==> config.mk <==
export PLATFORM = sky130hd
export DESIGN_NAME = trap_ctrl_flat
export DESIGN_NICKNAME = d
export VERILOG_FILES = /design/src/rtl/trap_ctrl_pkg.sv /design/src/rtl/trap_ctrl_if.sv /design/src/rtl/trap_irq_sel.sv /design/src/rtl/trap_ctrl.sv /design/src/flat_wrapper.sv
export SDC_FILE = /design/constraint.sdc
export NUM_CORES = 1
export LEC_CHECK = 0
export CAP_MARGIN = 40
export CORE_ASPECT_RATIO = 0.9
export CORE_MARGIN = 2
export CORE_UTILIZATION = 48
export DETAILED_ROUTE_END_ITERATION = 8
export GPL_TIMING_DRIVEN = 1
export PLACE_DENSITY = 0.77
export SYNTH_ARGS = -nofsm -noshare
export SYNTH_HDL_FRONTEND = slang
export SYNTH_SLANG_ARGS = --single-unit
==> constraint.sdc <==
create_clock -name clk -period 4.2 [get_ports clk]
set_clock_uncertainty 0.1 [all_clocks]
set_input_delay 0.84 -clock clk [delete_from_list [all_inputs] [get_ports clk]]
set_output_delay 0.84 -clock clk [all_outputs]
set_load 0.01 [all_outputs]
==> src/rtl/trap_ctrl_pkg.sv <==
// Shared constants and types for the trap/interrupt sequencer: CSR addresses, status/enable
// bit positions, interrupt cause codes and FSM encodings.
package trap_ctrl_pkg;

    localparam logic [11:0] CsrMstatus = 12'h300;
    localparam logic [11:0] CsrMie     = 12'h304;
    localparam logic [11:0] CsrMtvec   = 12'h305;
    localparam logic [11:0] CsrMepc    = 12'h341;
    localparam logic [11:0] CsrMcause  = 12'h342;
    localparam logic [11:0] CsrMtval   = 12'h343;

    localparam int unsigned MstatusMie   = 3;
    localparam int unsigned MstatusMpie  = 7;
    localparam int unsigned MstatusMppLo = 11;
    localparam int unsigned MstatusMppHi = 12;

    localparam int unsigned MieMsie = 3;
    localparam int unsigned MieMtie = 7;
    localparam int unsigned MieMeie = 11;

    localparam logic [4:0] IrqCodeSw    = 5'd3;
    localparam logic [4:0] IrqCodeTimer = 5'd7;
    localparam logic [4:0] IrqCodeExt   = 5'd11;

    typedef enum logic [3:0] {
        StIdle,
        StWEpc,
        StWCause,
        StWTval,
        StRStatus,
        StWStatus,
        StRTvec,
        StREpc,
        StRedirect
    } trap_state_e;

    typedef enum logic {
        ModeTrap,
        ModeMret
    } trap_mode_e;

    // Byte offset of a vectored interrupt handler from the mtvec base.
    function automatic logic [6:0] vec_offset(input logic [4:0] code);
        return {code, 2'b00};
    endfunction

endpackage

==> src/rtl/trap_ctrl_if.sv <==
// CSR-file port owned by the trap sequencer: address/write strobe/data out, combinational
// read data back.
interface trap_ctrl_if #(
    parameter int unsigned XLEN = 32
);
    logic [11:0]     csr_addr;
    logic            csr_we;
    logic [XLEN-1:0] csr_wdata;
    logic [XLEN-1:0] csr_rdata;

    modport master (
        output csr_addr,
        output csr_we,
        output csr_wdata,
        input  csr_rdata
    );

    modport slave (
        input  csr_addr,
        input  csr_we,
        input  csr_wdata,
        output csr_rdata
    );
endinterface

==> src/rtl/trap_irq_sel.sv <==
// Interrupt enable mask plus fixed-priority encoder (external > software > timer).
module trap_irq_sel
    import trap_ctrl_pkg::*;
(
    input  logic       sh_mie,
    input  logic       sh_meie,
    input  logic       sh_msie,
    input  logic       sh_mtie,
    input  logic       irq_ext,
    input  logic       irq_sw,
    input  logic       irq_timer,
    output logic       irq_take,
    output logic [4:0] irq_code
);
    logic ext_en;
    logic sw_en;
    logic timer_en;

    assign ext_en   = sh_mie & sh_meie & irq_ext;
    assign sw_en    = sh_mie & sh_msie & irq_sw;
    assign timer_en = sh_mie & sh_mtie & irq_timer;

    always_comb begin
        irq_take = 1'b0;
        irq_code = 5'd0;
        if (ext_en) begin
            irq_take = 1'b1;
            irq_code = IrqCodeExt;
        end else if (sw_en) begin
            irq_take = 1'b1;
            irq_code = IrqCodeSw;
        end else if (timer_en) begin
            irq_take = 1'b1;
            irq_code = IrqCodeTimer;
        end
    end
endmodule

==> src/rtl/trap_ctrl.sv <==
// Trap/interrupt sequencer: passes pipeline CSR accesses through when idle, otherwise stalls and
// walks the trap-entry or mret CSR sequence one access per cycle, ending in a PC redirect.
module trap_ctrl
    import trap_ctrl_pkg::*;
#(
    parameter int unsigned XLEN        = 32,
    parameter bit          VECTORED_EN = 1'b1
) (
    input  logic             clk,
    input  logic             rst_n,
    input  logic             exc_valid,
    input  logic [4:0]       exc_code,
    input  logic [XLEN-1:0]  exc_tval,
    input  logic [XLEN-1:0]  trap_pc,
    input  logic             irq_ext,
    input  logic             irq_sw,
    input  logic             irq_timer,
    input  logic             mret_valid,
    input  logic [11:0]      instr_csr_addr,
    input  logic             instr_csr_we,
    input  logic [XLEN-1:0]  instr_csr_wdata,
    trap_ctrl_if.master      csr,
    output logic             stall,
    output logic             redirect_valid,
    output logic [XLEN-1:0]  redirect_pc
);
    trap_state_e     state_q, state_d;
    trap_mode_e      mode_q, mode_d;
    logic [XLEN-1:0] cause_q, cause_d;
    logic [XLEN-1:0] tval_q, tval_d;
    logic [XLEN-1:0] pc_q, pc_d;
    logic [XLEN-1:0] st_q, st_d;
    logic [XLEN-1:0] tgt_q, tgt_d;
    logic [XLEN-1:0] rpc_q, rpc_d;
    logic            sh_mie_q, sh_mie_d;
    logic            sh_meie_q, sh_meie_d;
    logic            sh_msie_q, sh_msie_d;
    logic            sh_mtie_q, sh_mtie_d;

    logic            irq_take;
    logic [4:0]      irq_code;
    logic [XLEN-1:0] status_new;
    logic [XLEN-1:0] tvec_base;
    logic            vec_hit;
    logic [XLEN-1:0] trap_target;

    trap_irq_sel u_irq_sel (
        .sh_mie    (sh_mie_q),
        .sh_meie   (sh_meie_q),
        .sh_msie   (sh_msie_q),
        .sh_mtie   (sh_mtie_q),
        .irq_ext   (irq_ext),
        .irq_sw    (irq_sw),
        .irq_timer (irq_timer),
        .irq_take  (irq_take),
        .irq_code  (irq_code)
    );

    // tgt_q holds mtvec during trap entry; only interrupts may use vectored mode.
    assign tvec_base   = {tgt_q[XLEN-1:2], 2'b00};
    assign vec_hit     = VECTORED_EN && (tgt_q[1:0] == 2'b01) && cause_q[XLEN-1];
    assign trap_target = vec_hit ? tvec_base + XLEN'(vec_offset(cause_q[4:0])) : tvec_base;

    always_comb begin
        state_d    = state_q;
        mode_d     = mode_q;
        cause_d    = cause_q;
        tval_d     = tval_q;
        pc_d       = pc_q;
        st_d       = st_q;
        tgt_d      = tgt_q;
        rpc_d      = rpc_q;
        sh_mie_d   = sh_mie_q;
        sh_meie_d  = sh_meie_q;
        sh_msie_d  = sh_msie_q;
        sh_mtie_d  = sh_mtie_q;
        status_new = st_q;

        csr.csr_addr   = instr_csr_addr;
        csr.csr_we     = 1'b0;
        csr.csr_wdata  = instr_csr_wdata;
        stall          = 1'b1;
        redirect_valid = 1'b0;
        redirect_pc    = rpc_q;

        unique case (state_q)
            StIdle: begin
                stall = 1'b0;
                if (exc_valid) begin
                    stall   = 1'b1;
                    state_d = StWEpc;
                    mode_d  = ModeTrap;
                    cause_d = {{(XLEN-5){1'b0}}, exc_code};
                    tval_d  = exc_tval;
                    pc_d    = trap_pc;
                end else if (irq_take) begin
                    stall   = 1'b1;
                    state_d = StWEpc;
                    mode_d  = ModeTrap;
                    cause_d = {1'b1, {(XLEN-6){1'b0}}, irq_code};
                    tval_d  = '0;
                    pc_d    = trap_pc;
                end else if (mret_valid) begin
                    stall   = 1'b1;
                    state_d = StRStatus;
                    mode_d  = ModeMret;
                end else begin
                    // Only writes that actually reach the CSR file update the shadows.
                    csr.csr_we = instr_csr_we;
                    if (instr_csr_we && instr_csr_addr == CsrMstatus) begin
                        sh_mie_d = instr_csr_wdata[MstatusMie];
                    end
                    if (instr_csr_we && instr_csr_addr == CsrMie) begin
                        sh_meie_d = instr_csr_wdata[MieMeie];
                        sh_msie_d = instr_csr_wdata[MieMsie];
                        sh_mtie_d = instr_csr_wdata[MieMtie];
                    end
                end
            end
            StWEpc: begin
                csr.csr_addr  = CsrMepc;
                csr.csr_we    = 1'b1;
                csr.csr_wdata = pc_q;
                state_d       = StWCause;
            end
            StWCause: begin
                csr.csr_addr  = CsrMcause;
                csr.csr_we    = 1'b1;
                csr.csr_wdata = cause_q;
                state_d       = StWTval;
            end
            StWTval: begin
                csr.csr_addr  = CsrMtval;
                csr.csr_we    = 1'b1;
                csr.csr_wdata = tval_q;
                state_d       = StRStatus;
            end
            StRStatus: begin
                csr.csr_addr = CsrMstatus;
                st_d         = csr.csr_rdata;
                state_d      = StWStatus;
            end
            StWStatus: begin
                if (mode_q == ModeTrap) begin
                    status_new[MstatusMpie] = st_q[MstatusMie];
                    status_new[MstatusMie]  = 1'b0;
                    sh_mie_d                = 1'b0;
                    state_d                 = StRTvec;
                end else begin
                    status_new[MstatusMie]  = st_q[MstatusMpie];
                    status_new[MstatusMpie] = 1'b1;
                    sh_mie_d                = st_q[MstatusMpie];
                    state_d                 = StREpc;
                end
                status_new[MstatusMppHi:MstatusMppLo] = 2'b11;
                csr.csr_addr  = CsrMstatus;
                csr.csr_we    = 1'b1;
                csr.csr_wdata = status_new;
            end
            StRTvec: begin
                csr.csr_addr = CsrMtvec;
                tgt_d        = csr.csr_rdata;
                state_d      = StRedirect;
            end
            StREpc: begin
                csr.csr_addr = CsrMepc;
                tgt_d        = csr.csr_rdata;
                state_d      = StRedirect;
            end
            StRedirect: begin
                redirect_valid = 1'b1;
                redirect_pc    = (mode_q == ModeMret) ? tgt_q : trap_target;
                rpc_d          = redirect_pc;
                state_d        = StIdle;
            end
            default: begin
                state_d = StIdle;
            end
        endcase
    end

    always_ff @(posedge clk or negedge rst_n) begin
        if (!rst_n) begin
            state_q   <= StIdle;
            mode_q    <= ModeTrap;
            cause_q   <= '0;
            tval_q    <= '0;
            pc_q      <= '0;
            st_q      <= '0;
            tgt_q     <= '0;
            rpc_q     <= '0;
            sh_mie_q  <= 1'b0;
            sh_meie_q <= 1'b0;
            sh_msie_q <= 1'b0;
            sh_mtie_q <= 1'b0;
        end else begin
            state_q   <= state_d;
            mode_q    <= mode_d;
            cause_q   <= cause_d;
            tval_q    <= tval_d;
            pc_q      <= pc_d;
            st_q      <= st_d;
            tgt_q     <= tgt_d;
            rpc_q     <= rpc_d;
            sh_mie_q  <= sh_mie_d;
            sh_meie_q <= sh_meie_d;
            sh_msie_q <= sh_msie_d;
            sh_mtie_q <= sh_mtie_d;
        end
    end
endmodule

==> src/flat_wrapper.sv <==
// flat-port wrapper written by rule: the top's interface ports become plain ports
module trap_ctrl_flat import trap_ctrl_pkg::*;
#(
    parameter int unsigned XLEN        = 32,
    parameter bit          VECTORED_EN = 1'b1
)
  (clk, rst_n, exc_valid, exc_code, exc_tval, trap_pc, irq_ext, irq_sw, irq_timer, mret_valid, instr_csr_addr, instr_csr_we, instr_csr_wdata, stall, redirect_valid, redirect_pc, csr_csr_addr, csr_csr_we, csr_csr_wdata, csr_csr_rdata);
  trap_ctrl_if #(.XLEN(XLEN)) csr_i ();
  input  logic clk;
  input  logic rst_n;
  input  logic exc_valid;
  input  logic [4:0] exc_code;
  input  logic [XLEN-1:0] exc_tval;
  input  logic [XLEN-1:0] trap_pc;
  input  logic irq_ext;
  input  logic irq_sw;
  input  logic irq_timer;
  input  logic mret_valid;
  input  logic [11:0] instr_csr_addr;
  input  logic instr_csr_we;
  input  logic [XLEN-1:0] instr_csr_wdata;
  output logic stall;
  output logic redirect_valid;
  output logic [XLEN-1:0] redirect_pc;
  output wire logic [$bits(csr_i.csr_addr)-1:0] csr_csr_addr;
  output wire logic [$bits(csr_i.csr_we)-1:0] csr_csr_we;
  output wire logic [$bits(csr_i.csr_wdata)-1:0] csr_csr_wdata;
  input wire logic [$bits(csr_i.csr_rdata)-1:0] csr_csr_rdata;
  assign csr_csr_addr = csr_i.csr_addr;
  assign csr_csr_we = csr_i.csr_we;
  assign csr_csr_wdata = csr_i.csr_wdata;
  assign csr_i.csr_rdata = csr_csr_rdata;
  trap_ctrl #(.XLEN(XLEN), .VECTORED_EN(VECTORED_EN)) u_core (.clk(clk), .rst_n(rst_n), .exc_valid(exc_valid), .exc_code(exc_code), .exc_tval(exc_tval), .trap_pc(trap_pc), .irq_ext(irq_ext), .irq_sw(irq_sw), .irq_timer(irq_timer), .mret_valid(mret_valid), .instr_csr_addr(instr_csr_addr), .instr_csr_we(instr_csr_we), .instr_csr_wdata(instr_csr_wdata), .csr(csr_i), .stall(stall), .redirect_valid(redirect_valid), .redirect_pc(redirect_pc));
endmodule
==> results.md <==
* H-tree Lvls at 4
* IO Pins at 232
* Nature of the critical path startpoint: register
* Part of the power in registers at a little over a third
* CTS root buf: clkbuf_16
* Die area at between 0.015 and 0.02 sq mm
* Netlist Area Pre-Place at just over 0.008 sq mm
* Pleak at roughly 5.2 nW
* Hold Crit Class: in -> async
* Worst slew margin at around half
* Chip Width at between 100 and 150 microns
* Avg Synthesized Cell Area at ~9.6 sq um
* Detailed Route Iter0 Violations at 519
* Period minus WS final at ~4.1 ns
* CP cell instances: ha_1 > fa_1 > a211o_1 > a21oi_1 > buf_6 > nor4b_1 > xnor2_1 > o21ai_2 > clkdlybuf4s50_1
* Seq cells post-synth at around 170
* Initial antenna violation count at 1
* Slowest stage cell on the critical path: clkdlybuf4s50_1
* Synth unique cells at 55
* Flop2flop setup slack at between 1.5 and 2 ns
* Sw Pwr at between 3 and 4 mW
* Routability cong. at about 0.89
* Skew-Pair Late Insertion Delay at about 0.43 ns
* Reg2reg end: u_core.sh_meie_q$_DFFE_PN0P_
* Seq/Total Area, Yosys at around 53%
* Die H at between 100 and 150 microns
* Clk pwr share at 18.8%
* Reg2Reg Depth at 6
* Mapped Nets at 1007
* DRC at 0
* CTS Buf Count at 17
* Hold_buf cts at 0
* Status: complete, no violations
* FP Rows at 45
* Tightest Pin Transition at just under 0.8 ns
* Worst endpoint required time at roughly 3.3 ns
* Combinational share of power at roughly 46%
* Commonest non-fill, non-tap cell in the layout: nand2_1
* Clock sinks at between 150 and 200
* R2r startpoint: u_core.state_q[1]$_DFFE_PN0P_
* Yosys warning count at 0
* Total gr overflow at 0
* Post-DP HPWL at between 15000 and 20000 microns
* CP Capture Type: primary output
* Core area at 0.0167 sq mm
* FFs w/ async S/R, synth at between 90% and 100%
* Post-route setup slack at a little over 0.08 ns
* Vias in the first global route at between 7000 and 8000
* Vias at between 7000 and 8000
* Internal at 5.32 mW
* First-pass DRT Iterations at 6
* ANT nets after route at 0
* Predominant post-synthesis flop cell: dfrtp_1
* Arrival time worst endpoint at ~3.2 ns
* Tcrit/Tclk final at a little over nine tenths
* Synth Instances at between 800 and 900
* Net Sw Frac at around two fifths
* Initial Util at slightly below 50%
* Synthesis-to-finish area growth at 39.7%
* Final Hold Vio Count at 0
* Diodes inserted at 0
* Fmax at approximately 0.24 GHz
* Maximum capacitance violations at 0
* I/O Buffers at 231
* VDD IR-drop max at 0.000394 V
* Final Max Tran Viols at 0
* Clock slew at reported path FFs at about 0.070 ns
* Routed len/inst at ~19 microns
* Finish-stage setup viols at 0
* CTS tree: yes
* Dpl ws at about 0.47 ns
* Layout cell share with drive strength beyond 1 at about a tenth
* CTS max path bufs at 2
* Nets at about 1200
* Power Density at about 760 mW/mm^2
* Final WL at about 25000 microns
* Critical path class: reg -> out
* Post-layout util at about 68%
* Number of flops mapped to enable cells by yosys at 0
* All-layer global routing usage at roughly 28%
* Vias per cell at ~5.7
* Most frequent cells in the layout: nand2_1, clkdlybuf4s50_1, dfrtp_1
* Crit path max fanout at 12
* First-pass GRT wire length at ~38000 microns
* Largest net degree at the start of global routing at 81
* Max incr delay on CP at roughly 0.55 ns
==> synth_stat cells (11+ instances only) <==
cell | number | area [sq um]
dfrtp_1 | 173 | 4330
nand2_1 | 300 | 1130
nor3_1 | 11 | 55.1
clkbuf_1 | 46 | 173
a21oi_1 | 13 | 65.1
nand3_1 | 14 | 70.1
a222oi_1 | 28 | 280
a22o_1 | 33 | 289
xnor2_1 | 18 | 158
nor2_1 | 29 | 109
mux2_2 | 33 | 372
o21ai_0 | 31 | 155
==> area by class of cell <==
| type | count | area [sq um] |
|---|---|---|
| fill | 1358 | 5340 |
| clock inverter | 15 | 178 |
| multi-input combinational | 617 | 3630 |
| inverter | 9 | 33.8 |
| clock buffer | 17 | 425 |
| sequential | 173 | 4330 |
| tap | 211 | 264 |
| timing repair buffer | 251 | 2520 |
==> per-stage QoR <==
stage	cells	power (mW)	cell area, sq um	setup TNS [ns]	hold WS (ns)
after detailed placement	1261	6.99	10800	0	0.361
after global routing	1293	9.18	11400	-0.0317	0.395
after CTS	1293	8.65	11400	0	0.373
after global placement	1260	6.88	10700	0	0.354
final	1293	8.62	11400	0	0.331
after floorplan	848	5.14	8150	0	0.345
==> sequential cells by signal, indices dropped and copies added, names as in the netlist <==
signal            cells
u_core.sh_meie_q      1
u_core.state_q        4
u_core.tgt_q         32
u_core.mode_q         1
u_core.sh_msie_q      1
u_core.rpc_q         32
u_core.pc_q          32
u_core.sh_mtie_q      1
u_core.st_q          30
u_core.tval_q        32
u_core.cause_q        6
u_core.sh_mie_q       1
==> logic make-up (layout without fill, tap and decap cells) <==
group / count (synthesis) / after routing / share of synthesized area, %
AND/OR/NAND/NOR: 407 / 407 / 22.5
flip-flops: 173 / 173 / 53.1
AO/OA/AOI/OAI: 145 / 145 / 13.2
buffers and inverters: 58 / 292 / 2.78
multiplexers: 33 / 33 / 4.56
XOR/XNOR: 26 / 26 / 2.80
adder cells (fa/ha/maj): 6 / 6 / 1.01
==> what timing repair did <==
| action | 4_1_cts | 5_1_grt |
|---|---|---|
| hold endpoints to repair | 0 | 0 |
| setup endpoints to repair | 1 | 11 |
| setup buffers | 0 | 0 |
| resized for setup | 1 | 12 |
==> power groups by stage <==
stage,Sequential (mW),Clock [mW],Combinational (mW)
final,3.04,1.62,3.95
after global routing,3.13,1.72,4.33
after CTS,3.04,1.65,3.96
after detailed placement,3.06,0,3.94
after global placement,3.03,0,3.84
after floorplan,2.82,0,2.32
==> critical path, delay by kind of cell (launching register included) <==
| family | cells | cell delay (ns) |
|---|---|---|
| AND/OR/NAND/NOR | 1 | 0.09 |
| AO/OA/AOI/OAI | 3 | 0.68 |
| adder cells (fa/ha/maj) | 2 | 0.68 |
| XOR/XNOR | 1 | 0.15 |
| flip-flops | 1 | 0.40 |
| buffers and inverters | 2 | 0.74 |
==> worst max path at each step <==
stage	start	to	slack (ns)
after detailed placement	u_core.tgt_q[2]$_DFFE_PN0N_	redirect_pc[14]	0.47
after global routing	u_core.cause_q[0]$_DFFE_PN0P_	redirect_pc[24]	-0.03
after CTS	u_core.tgt_q[2]$_DFFE_PN0N_	redirect_pc[18]	0.06
final	u_core.tgt_q[2]$_DFFE_PN0N_	redirect_pc[24]	0.08
after floorplan	u_core.tgt_q[2]$_DFFE_PN0N_	redirect_pc[22]	0.75
after global placement	u_core.tgt_q[2]$_DFFE_PN0N_	redirect_pc[10]	0.55
==> per-layer routing <==
metal | global-route usage (%) | up-vias | part of all wire (%) | wire (microns)
li1 | - | 3406 | - | -
met1 | 36.1 | 3516 | 41 | 10000
met2 | 45.1 | 343 | 48 | 11800
met3 | 6.63 | 40 | 8.7 | 2150
met4 | 9.82 | 2 | 2.7 | 665
met5 | 0 | - | 0.049 | 12
Power figures use the tool's default switching activity.
